===== src/rtl/idu_fetch_queue.sv =====
// idu_fetch_queue: multi-entry instruction queue between fetch and decode.
// Fetch bundles of up to FETCH_WIDTH slots are compacted in program order into
// a circular buffer; decode pops one instruction per cycle from the head.
module idu_fetch_queue #(
  parameter int FETCH_WIDTH     = 2,
  parameter int DEPTH           = 8,
  parameter int INST_WIDTH      = 32,
  parameter int INST_ADDR_WIDTH = 32
) (
  input  logic                       clk,
  input  logic                       reset,
  input  logic                       fetch_valid,
  input  logic [FETCH_WIDTH-1:0]     fetch_mask,
  input  logic [INST_WIDTH-1:0]      fetch_inst [FETCH_WIDTH],
  input  logic [INST_ADDR_WIDTH-1:0] fetch_pc,
  output logic                       fetch_ready,
  input  logic                       stall,
  input  logic                       flush,
  output logic                       deq_valid,
  output logic [INST_WIDTH-1:0]      deq_inst,
  output logic [INST_ADDR_WIDTH-1:0] deq_pc,
  output logic [$clog2(DEPTH+1)-1:0] occupancy,
  output logic                       queue_full,
  output logic                       queue_empty
);

  localparam int PW = $clog2(DEPTH);
  localparam int OW = $clog2(DEPTH+1);

  logic [INST_WIDTH-1:0]      r_inst [DEPTH];
  logic [INST_ADDR_WIDTH-1:0] r_pc   [DEPTH];
  logic [PW-1:0]              r_head;
  logic [PW-1:0]              r_tail;
  logic [OW-1:0]              r_occ;

  logic [OW-1:0]              w_n;
  logic [PW-1:0]              w_idx     [FETCH_WIDTH];
  logic [INST_ADDR_WIDTH-1:0] w_slot_pc [FETCH_WIDTH];
  logic [OW-1:0]              w_free;
  logic                       w_enq;
  logic                       w_deq;

  // Compaction: each set slot lands at tail + (number of set slots below it).
  always_comb begin
    w_n = '0;
    for (int unsigned i = 0; i < FETCH_WIDTH; i++) begin
      w_idx[i]     = r_tail + PW'(w_n);
      w_slot_pc[i] = fetch_pc + INST_ADDR_WIDTH'(4 * i);
      w_n          = w_n + OW'(fetch_mask[i]);
    end
  end

  assign w_free      = OW'(DEPTH) - r_occ;
  assign fetch_ready = (w_free >= OW'(FETCH_WIDTH));
  assign queue_empty = (r_occ == '0);
  assign queue_full  = (r_occ == OW'(DEPTH));
  assign deq_valid   = ~queue_empty;
  assign occupancy   = r_occ;

  // Flush gates both directions; fetch_ready already guarantees room for n.
  assign w_enq = fetch_valid & fetch_ready & ~flush;
  assign w_deq = deq_valid & ~stall & ~flush;

  // Head is gated on empty since flush leaves stale storage behind.
  assign deq_inst = queue_empty ? '0 : r_inst[r_head];
  assign deq_pc   = queue_empty ? '0 : r_pc[r_head];

  // Storage write of the compacted bundle.
  always_ff @(posedge clk or posedge reset) begin
    if (reset) begin
      for (int unsigned d = 0; d < DEPTH; d++) begin
        r_inst[d] <= '0;
        r_pc[d]   <= '0;
      end
    end else if (w_enq) begin
      for (int unsigned i = 0; i < FETCH_WIDTH; i++) begin
        if (fetch_mask[i]) begin
          r_inst[w_idx[i]] <= fetch_inst[i];
          r_pc[w_idx[i]]   <= w_slot_pc[i];
        end
      end
    end
  end

  // Pointer and occupancy bookkeeping; flush returns both pointers to entry 0.
  always_ff @(posedge clk or posedge reset) begin
    if (reset) begin
      r_head <= '0;
      r_tail <= '0;
      r_occ  <= '0;
    end else if (flush) begin
      r_head <= '0;
      r_tail <= '0;
      r_occ  <= '0;
    end else begin
      if (w_enq) r_tail <= r_tail + PW'(w_n);
      if (w_deq) r_head <= r_head + 1'b1;
      r_occ <= r_occ + (w_enq ? w_n : '0) - OW'(w_deq);
    end
  end

endmodule


===== config.mk =====
export PLATFORM = sky130hd
export DESIGN_NAME = idu_fetch_queue
export DESIGN_NICKNAME = d
export VERILOG_FILES = /design/src/rtl/idu_fetch_queue.sv
export SDC_FILE = /design/constraint.sdc
export NUM_CORES = 2
export LEC_CHECK = 0
export CELL_PAD_IN_SITES_DETAIL_PLACEMENT = 1
export CELL_PAD_IN_SITES_GLOBAL_PLACEMENT = 2
export CORE_MARGIN = 8
export CORE_UTILIZATION = 38
export CTS_BUF_LIST = sky130_fd_sc_hd__clkbuf_8
export DETAILED_ROUTE_END_ITERATION = 16
export DONT_BUFFER_PORTS = 1
export PLACE_DENSITY = 0.82
export REMOVE_ABC_BUFFERS = 1
export SLEW_MARGIN = 20
export SYNTH_ARGS = -nofsm -noshare
export SYNTH_HDL_FRONTEND = slang
export SYNTH_SLANG_ARGS = --single-unit

===== constraint.sdc =====
create_clock -name clk -period 21.3 [get_ports clk]
set_input_delay 6.39 -clock clk [delete_from_list [all_inputs] [get_ports clk]]
set_output_delay 6.39 -clock clk [all_outputs]
set_load 0.02 [all_outputs]

==> metrics.txt <==
layout cells sized above 1 roughly 12%; worst slew pin tran 1.11 ns; Filler cells roughly 8.4k; CTS tree built; Area growth syn-to-layout 8.15%; clock power share approximately 22%; Max Cap Violations 0; Post-CTS Repair Setup Buffers 0; first-pass GRT wire length ~160000 um; CTS Buffer Depth 3; power share of the combinational group about two fifths; commonest non-fill, non-tap cell in the layout nor2_1; Seq pwr share approximately two fifths; WL/cell roughly 26 um; Antenna Nets Post-Route 0; kind of cell adding the most delay to the critical path buffers and inverters; Setup TNS 0 ns; Post-synth top flop dfrtp_1; final net count 3055; Final Cycle Share around half; RSZ-0062 raised after global routing no; Post-synth ARST share between 90% and 100%; Placer Congestion approximately 0.77; commonest non-fill, non-tap cells in the layout nor2_1, dfrtp_1, a21oi_1; clock slew at reported path FFs about 0.06 ns; RR Startpoint r_tail[0]; Req. time, crit path ~15 ns; Slowest-stage cell, CP dfrtp_4; Worst Skew 0.0355 ns; via count roughly 24k; DIE WIDTH ~290 um; Yosys reg bits around 520; path type of the worst min-delay path flip-flop to flip-flop; hold_ws between 0.5 and 0.6 ns; initial antenna violation count 1; Pwr Total 4.21 mW; Area after DPL about 29000 sq um; reg2reg end r_pc[97]; Clock Latency Late Sink between 0.7 and 0.8 ns; area of the multi-input gates 14500 sq um; CP Class flip-flop to primary output; Psw 1.74 mW; IO Pins ~180; IO buf count 0; GR Util All Layers between 20% and 30%; Tmin final ~11 ns; DRC errors left 0; Critical Path Most Common Cell buf_4; vias in the first global route roughly 26k; H-tree levels 3; initial core utilization between 30% and 40%; CTS sink count 522; Internal Power roughly 2.5 mW; largest net degree at the start of global routing about 130; gr ovfl total 0; Yosys Warn Count 0; core region area between 70000 and 80000 sq um; WP buf/inv 2; detailed placer's ending HPWL 59900 um; Cell Area, Synth around 29000 sq um; Max Slew Vio Count 0; Crit Path Max Fanout 34; DR iter-0 viols about 1.9k; CTS buffer count 94; critical path arrival approximately 4.4 ns; Sw Ratio between 40% and 50%; TritonRoute pass-1 iters 5; Die Ht 291 um; worst hold stages 1; Vias/cell approximately 6.1; Max Fclk a little over 0.09 GHz; Leak around 13 nW; Mean Syn Cell Area between 9 and 10 sq um; R2R depth 8; WL final roughly 100000 um; beginning of the worst hold path r_pc[64]; register area about 13000 sq um; Resized Gates After CTS 0; synth unique cells 46; Rel. slew slack between 20% and 30%; r2r setup slk roughly 17 ns; VDD IR max approximately 210 uV; die area roughly 85000 sq um; Post-synth EDFFs 0; run status finished clean; CP cell instances buf_4 -> buf_4 -> mux4_2 -> mux2i_1 -> nor2_1; # setup viols final 0; Crit. End Element primary output; crit start category flip-flop; FP Rows between 100 and 150; register area share after synthesis ~45%; Mapped Cells 3139; Final Hold Fails 0; Root Driver clkbuf_8; Hold EP r_pc[64]; hold_buf cts 0; Finished Cell Area approximately 31000 sq um; post-route core utilization between 40% and 50%; delay of the slowest critical-path stage 0.93 ns; Power Density 135 nW/um^2
## per-layer routing
layer / up-vias / routed length [um] / GRT usage [%]
met5: - / 0 / 0
met2: 769 / 51600 / 40.7
met4: 0 / 3340 / 9.10
li1: 10517 / - / -
met1: 12843 / 43000 / 30.5
met3: 218 / 6570 / 4.72
## cell usage after synthesis, types with 5 or more instances
cell / number / area, sq um
o21ai_1: 5 / 25.0
buf_2: 5 / 25.0
nand3_1: 67 / 335
and3_1: 5 / 31.3
dfrtp_1: 522 / 13100
nor3_1: 49 / 245
mux2i_1: 64 / 641
a22oi_1: 17 / 128
xor2_1: 136 / 1190
nor4_1: 8 / 50.1
mux4_2: 128 / 2880
buf_1: 105 / 394
a31oi_1: 112 / 701
inv_1: 31 / 116
ha_1: 15 / 188
mux2_2: 16 / 180
nand2_1: 311 / 1170
o22ai_1: 179 / 1120
nor2_1: 583 / 2190
xnor2_1: 77 / 674
clkbuf_1: 239 / 897
nor2b_1: 5 / 31.3
or3_1: 9 / 56.3
o21ai_0: 31 / 155
nand4_1: 9 / 56.3
a21oi_1: 372 / 1860
o221a_2: 8 / 90.1
## registers in the layout, summed over array words and instances (netlist names)
register   count
r_inst       256
r_head         3
r_pc         256
r_tail         3
occupancy      4
## layout make-up
class,instances,share of cell area (%)
multi-input combinational,2236,46.6
tap,978,3.93
timing repair buffer,50,1.23
sequential,522,42.0
clock inverter,43,0.635
clock buffer,117,5.17
inverter,31,0.402
antenna,1,0.00804
## kinds of logic (layout without fill, tap and decap cells)
family                   Yosys count  after routing  synth area share [%]
AO/OA/AOI/OAI                    728            728                  14.3
XOR/XNOR                         213            213                  6.48
adder cells (fa/ha/maj)           17             17                 0.791
buffers and inverters            381            241                  5.02
flip-flops                       522            522                  45.4
multiplexers                     208            208                  12.9
other                              0              1                     0
AND/OR/NAND/NOR                 1070           1070                  15.2
## worst max-delay path by stage
stage                   endpoint  depth (start not counted)       from  slack (ns)
finish                 deq_pc[3]                          5  r_head[0]       10.53
global route           deq_pc[3]                          5  r_head[0]       10.21
CTS                    deq_pc[3]                          5  r_head[0]       10.36
detailed placement     deq_pc[3]                          5  r_head[0]       11.12
global placement       deq_pc[3]                          5  r_head[0]       11.14
floorplan           occupancy[0]                          1      reset        0.33
## metrics by stage
| stage | worst slack [ns] | std cells |
|---|---|---|
| after global placement | 11.14 | 3817 |
| after floorplan | 0.327 | 2789 |
| after CTS | 10.36 | 3977 |
| after global routing | 10.21 | 3978 |
| final | 10.53 | 3978 |
| after detailed placement | 11.12 | 3817 |
## power by group through the flow
| stage | clock (mW) | combinational, mW | sequential [mW] |
|---|---|---|---|
| after floorplan | 0 | 1.23 | 1.58 |
| after global placement | 0 | 1.62 | 1.59 |
| after detailed placement | 0 | 1.69 | 1.62 |
| after CTS | 0.951 | 1.69 | 1.61 |
| after global routing | 0.993 | 1.83 | 1.65 |
| final | 0.933 | 1.67 | 1.61 |
(Power assumes the default switching activity.)
